**config.mk**
```make
export PLATFORM = sky130hd
export DESIGN_NAME = serializador
export DESIGN_NICKNAME = d
export VERILOG_FILES = /design/src/rtl/serializador.sv
export SDC_FILE = /design/constraint.sdc
export NUM_CORES = 1
export LEC_CHECK = 0
export ABC_AREA = 1
export BUFFER_PORTS_ARGS = -buffer_cell sky130_fd_sc_hd__buf_4
export CAP_MARGIN = 20
export CORE_MARGIN = 4
export CORE_UTILIZATION = 48
export CTS_BUF_LIST = sky130_fd_sc_hd__clkbuf_2 sky130_fd_sc_hd__clkbuf_4 sky130_fd_sc_hd__clkbuf_8
export CTS_CLUSTER_DIAMETER = 100
export DETAILED_ROUTE_END_ITERATION = 8
export MAX_ROUTING_LAYER = met4
export PLACE_DENSITY_LB_ADDON = 0.2
export SETUP_SLACK_MARGIN = 0.05
export SLEW_MARGIN = 0
export SYNTH_ARGS = -nofsm -noshare
export SYNTH_HDL_FRONTEND = slang
export SYNTH_SLANG_ARGS = --single-unit
```
**constraint.sdc**
```tcl
create_clock -name clk -period 4.39 [get_ports clk]
set_clock_uncertainty 0.2 [all_clocks]
set_input_delay 0.2195 -clock clk [delete_from_list [all_inputs] [get_ports clk]]
set_output_delay 0.2195 -clock clk [all_outputs]
set_load 0.05 [all_outputs]
```
**src/rtl/serializador.sv**
```systemverilog
// rtl/serializador.sv - 8-bit parallel-to-serial transmitter with a one-entry input buffer and idle K fill
// Define SERDES_PARITY_EN for 9-bit frames that end in an even-parity bit over {byte, DK}.
module serializador #(
  parameter logic [7:0] IDLE_SYM = 8'hBC,
  parameter logic       IDLE_DK  = 1'b1
) (
  input  logic       clk,
  input  logic       reset,
  input  logic [7:0] in,
  input  logic       in_DK,
  input  logic       in_valid,
  output logic       in_ready,
  output logic       data,
  output logic       out_DK,
  output logic       frame_start
);

`ifdef SERDES_PARITY_EN
  localparam int            CW   = 4;
  localparam logic [CW-1:0] LAST = 4'd8;
`else
  localparam int            CW   = 3;
  localparam logic [CW-1:0] LAST = 3'd7;
`endif

  logic [CW-1:0] r_bit_cnt;
  logic [7:0]    r_shreg;
  logic [7:0]    r_buf_data;
  logic          r_buf_dk;
  logic          r_buf_full;
  logic          r_data;
  logic          r_out_dk;
  logic          r_frame_start;

  logic          w_boundary;
  logic          w_accept;
  logic [7:0]    w_load_byte;
  logic          w_load_dk;
  logic          w_next_bit;

  assign w_boundary  = (r_bit_cnt == LAST);
  // The buffer drains on a boundary edge, so a write can land on that same edge.
  assign in_ready    = !r_buf_full || w_boundary;
  assign w_accept    = in_valid && in_ready;
  assign w_load_byte = r_buf_full ? r_buf_data : IDLE_SYM;
  assign w_load_dk   = r_buf_full ? r_buf_dk   : IDLE_DK;

  always_ff @(posedge clk or posedge reset) begin
    if (reset) begin
      r_buf_data <= '0;
      r_buf_dk   <= 1'b0;
      r_buf_full <= 1'b0;
    end else if (w_accept) begin
      r_buf_data <= in;
      r_buf_dk   <= in_DK;
      r_buf_full <= 1'b1;
    end else if (w_boundary) begin
      r_buf_full <= 1'b0;
    end
  end

`ifdef SERDES_PARITY_EN
  localparam logic [CW-1:0] PAR_CNT = 4'd7;
  logic r_parity;

  always_ff @(posedge clk or posedge reset) begin
    if (reset) begin
      r_parity <= 1'b0;
    end else if (w_boundary) begin
      r_parity <= ^{w_load_byte, w_load_dk};
    end
  end

  assign w_next_bit = (r_bit_cnt == PAR_CNT) ? r_parity : r_shreg[6];
`else
  assign w_next_bit = r_shreg[6];
`endif

  always_ff @(posedge clk or posedge reset) begin
    if (reset) begin
      r_bit_cnt     <= LAST;
      r_shreg       <= '0;
      r_data        <= 1'b0;
      r_out_dk      <= 1'b0;
      r_frame_start <= 1'b0;
    end else if (w_boundary) begin
      r_bit_cnt     <= '0;
      r_shreg       <= w_load_byte;
      r_data        <= w_load_byte[7];
      r_out_dk      <= w_load_dk;
      r_frame_start <= 1'b1;
    end else begin
      r_bit_cnt     <= r_bit_cnt + 1'b1;
      r_shreg       <= r_shreg << 1;
      r_data        <= w_next_bit;
      r_frame_start <= 1'b0;
    end
  end

  assign data        = r_data;
  assign out_DK      = r_out_dk;
  assign frame_start = r_frame_start;

endmodule

```
==> results <==
- The worst hold path passes through 3 cells.
- The worst-case hold path end point is r_buf_data[4].
- The family of cells with the greatest summed delay on the critical path is flip-flops.
- The width of the die is 52.36 um.
- For the pin with the worst max-slew slack, the measured transition is 0.8151 ns.
- After the last flow step, the layout net total stands at 130.
- The core region area is 1802 um^2.
- The clock latency of the later-clocked register in the worst-skew pair is 0.30 ns.
- The overall die height is 52.36 um.
- The internal portion of the total power is 0.0003103 W.
- STA classifies the critical path startpoint as a flop.
- The most numerous cell type found on the critical path is ha_1.
- The fraction of layout instances using a drive strength above 1 is 28.70%.
- Entering global routing, the biggest net connects 24 pins.
- The final-layout setup total negative slack is 0 ns.
- In this run the tightest slew margin relative to its limit is 45.60%.
- In this run, synthesis produced a sequential element count of 23.
- The top fanout value on the critical path is 12.
- The number of core rows is 15.
- Global routing used 14.87% of the available tracks.
- The number of antenna violations at the first check in global routing is 0.
- The multi-input combinational cells in the finished layout cover a total of 300.3 um^2.
- The fill cell instance count of the final layout is 156.
- Once routing completed, OpenROAD measured the worst setup slack at 2.102 ns.
- At the end of routability-driven placement, the weighted congestion stood at 0.7162.
- The origin of the critical flop-to-flop path is r_bit_cnt[0].
- The number of buffers created by CTS is 3.
- In the routed design, unresolved DRC markers number 0.
- Summing all non-filler instances in the final layout gives an area of 1174 um^2.
- Together, buffers and inverters on the worst path number 2.
- The iteration count of the initial detailed-routing pass is 4.
- The starting density of the core is 52.43%.
- The HPWL after detailed placement is 1093 um.
- The number of buffers inserted to repair setup after CTS is 0.
- The main combinational cell family by area after synthesis is simple AND/OR/NAND/NOR gates.
- The count of buffers inserted at the top-level ports is 15.
- The area of the mapped netlist is 944.7 um^2.
- The routed layout has 655 vias.
- The final setup violation count is 0.
- Data on the critical path arrives at its endpoint at 1.87 ns.
- Hold timing on the final database bottoms out at a slack of 0.03067 ns.
- The worst register-to-register path has a depth of 7.
- Sequential cells account for 58.9% of the total power.
- The worst path in the final design needs a cycle of 2.288 ns, including I/O delays and setup.
- Across the run, the number of max-cap violations was 0.
- The synthesized netlist devotes 0% of its cell area to XOR and XNOR gates.
- Of the total power, the clock network draws 23.6%.
- The signal on the critical path passes through ha_1 -> ha_1 -> inv_6 -> nand2_4 -> buf_4.
- The cell area power density is 361.2 nW/um^2.
- STA classifies the critical path endpoint as a primary output.
- The detail-routed net length per standard cell is 11.17 um.
- TritonCTS built the clock tree.
- The total number of cells along the worst setup path is 5.
- Yosys attributes the largest share of cell area to dfrtp_1 53%, nand2_1 10%, nand3_2 8.5%, dfstp_2 8.3%, nor2_1 7.9%.
- The buffer cell driving the clock tree root is clkbuf_4.
- The final antenna diode count is 0.
- The die outline area is 2742 um^2.
- On the critical path, the stage with the largest delay is an instance of dfstp_2.
- The tree built by TritonCTS fans out to 23 sinks.
- The count of nets left with antenna violations after detail routing is 0.
- CTS built an H-tree with a depth of 1.
- The leakage power summed over all cells is 0.6076 nW.
- After the first detailed-routing iteration, the DRC count stood at 10.
- The maximum buffer depth of the clock tree is 2.
- The proportion of synthesized area in mux cells is 0%.
- From synthesis to final layout, the design area changed by 24.24%.
- The run finished with clean final reports.
- The endpoint identified for the worst register-to-register timing path is r_buf_data[5].
- The number of top-level design ports is 16.
- The worst stage delay on the critical path is 0.55 ns.
- The share of synthesized area occupied by flip-flops and latches is 61.32%.
- Synthesis produced 89 cells.
- The sequential cell area is 579.3 um^2.
- The design draws 0.0004239 W.
- The number of gates resized after CTS was 0.
- The basic-gate share of the synthesized area counting and, or, nand and nor cells is 29.14%.
- The overflow left after global routing is 0.
- The critical path required time is 3.97 ns.
- Hold repair after CTS inserted 10 buffers.
- The synthesized area per cell is 10.61 um^2.
- The first global-routing pass estimated 2822 um of wire.
- The netlist uses 14 different library cells.
- The worst hold path belongs to the class primary input to flop.
- Combinational logic burns 17.5% of the power.
- The post-route fraction of the period consumed by the critical path is 52.12%.
- The startpoint of the tightest hold check path is in_valid.
- The net count of the mapped netlist is 103.
- The maximum VDD drop is 250.9 uV.
- Dividing the detail-routed via count by the number of cells gives 4.679.
- The fraction of power spent switching nets is 26.81%.
- For this run, the number of Yosys warnings is 0.
- Setup slack on the worst reg-to-reg path comes out at 2.46 ns.
- The number of slew-limit violations in the final report came to 0.
- The synthesized design spends more area on one cell type than any other, namely dfrtp_1.
- The total wire length is 1564 um.
- The adder and majority cell fraction of the synthesized area is 2.649%.
- The number of failing hold endpoints at the final stage came to 0.
- Based on the critical path, the design can be clocked at up to 0.4370 GHz.
- The via count of the first global-routing pass is 662.
- The synthesized netlist devotes 0% of its cell area to compound gates.
- The critical path start-end classification is flop to primary output.
- Clock-pin slew was measured on the worst setup and hold paths at 0.11 ns.
- Setup repair after global routing left no endpoint under its margin.
- For this design the total switching power over the nets is 0.0001136 W.
- The setup slack after placement is 2.422 ns.
- The synthesized design devotes to its leading area cell type 52.98% of total area.
- Once placement finished, the instance area stood at 1044 um^2.
routing by layer:
metal / global-route usage (%) / part of all wire, % / vias up
met5: - / 0 / -
met2: 23.35 / 46 / 19
met1: 17.10 / 44 / 305
met4: 8.936 / 3.1 / 0
met3: 3.704 / 6.1 / 5
li1: - / - / 326
cell usage in the layout, fill, tap and decap left out, drive strengths merged:
cell / Yosys / routed
nand2: 28 / 28
nor2: 20 / 20
dfrtp: 20 / 20
buf: 2 / 15
dlygate4sd3: 0 / 10
nand3: 9 / 9
clkbuf: 1 / 4
inv: 4 / 4
dfstp: 3 / 3
ha: 2 / 2
per-stage QoR:
step	utilization [%]	instances
2_1_floorplan	-	89
3_3_place_gp	57.92	126
3_5_place_dp	57.92	126
4_1_cts	65.14	140
5_1_grt	65.14	140
6_report	65.14	140
worst register-to-register path, delay by kind of cell, from the launching register on:
family | cells | cell delay [ns]
fa+ha+maj | 2 | 0.55
buf+inv | 1 | 0.06
flops | 1 | 0.55
simple gates | 4 | 0.49
how the worst max path moves through the flow:
stage	to	slack, ns	from
finish	in_ready	2.10	r_bit_cnt[0]
global route	in_ready	1.97	r_bit_cnt[0]
CTS	in_ready	2.05	r_bit_cnt[0]
detailed placement	in_ready	2.42	r_bit_cnt[0]
global placement	in_ready	2.48	r_bit_cnt[0]
floorplan	in_ready	2.77	r_bit_cnt[0]
registers in the layout, indices dropped and copies added (netlist names):
register / cells
out_DK: 1
frame_start: 1
r_buf_data: 8
r_buf_full: 1
r_bit_cnt: 3
r_shreg: 7
data: 1
r_buf_dk: 1
cells by family after synthesis:
group,after synthesis
fa+ha+maj,2
buf+inv,7
flops,23
simple gates,57
final cells by class:
| cell class | count | share of cell area (%) |
|---|---|---|
| Clock buffer | 4 | 2.559 |
| Sequential cell | 23 | 49.36 |
| Inverter | 4 | 1.706 |
| Tap cell | 25 | 2.665 |
| Timing Repair Buffer | 25 | 18.12 |
| Multi-Input combinational cell | 59 | 25.59 |
synth_stat cells:
cell / instances
nand3_1: 1
dfrtp_1: 20
dfstp_2: 3
nor2_1: 20
nand2_2: 1
nand2_1: 26
ha_1: 2
nand3_2: 8
inv_6: 1
buf_12: 1
nand2_4: 1
clkbuf_8: 1
buf_6: 1
inv_1: 3
power groups by stage:
stage / clock [W] / sequential [W] / combinational [W]
3_3_place_gp: 0 / 0.000253 / 0.0000667
2_1_floorplan: 0 / 0.000265 / 0.0000359
6_report: 0.000100 / 0.000250 / 0.0000743
4_1_cts: 0.000107 / 0.000250 / 0.0000756
3_5_place_dp: 0 / 0.000254 / 0.0000684
5_1_grt: 0.000113 / 0.000252 / 0.0000831
No activity file was read; power rests on OpenSTA's default activity.
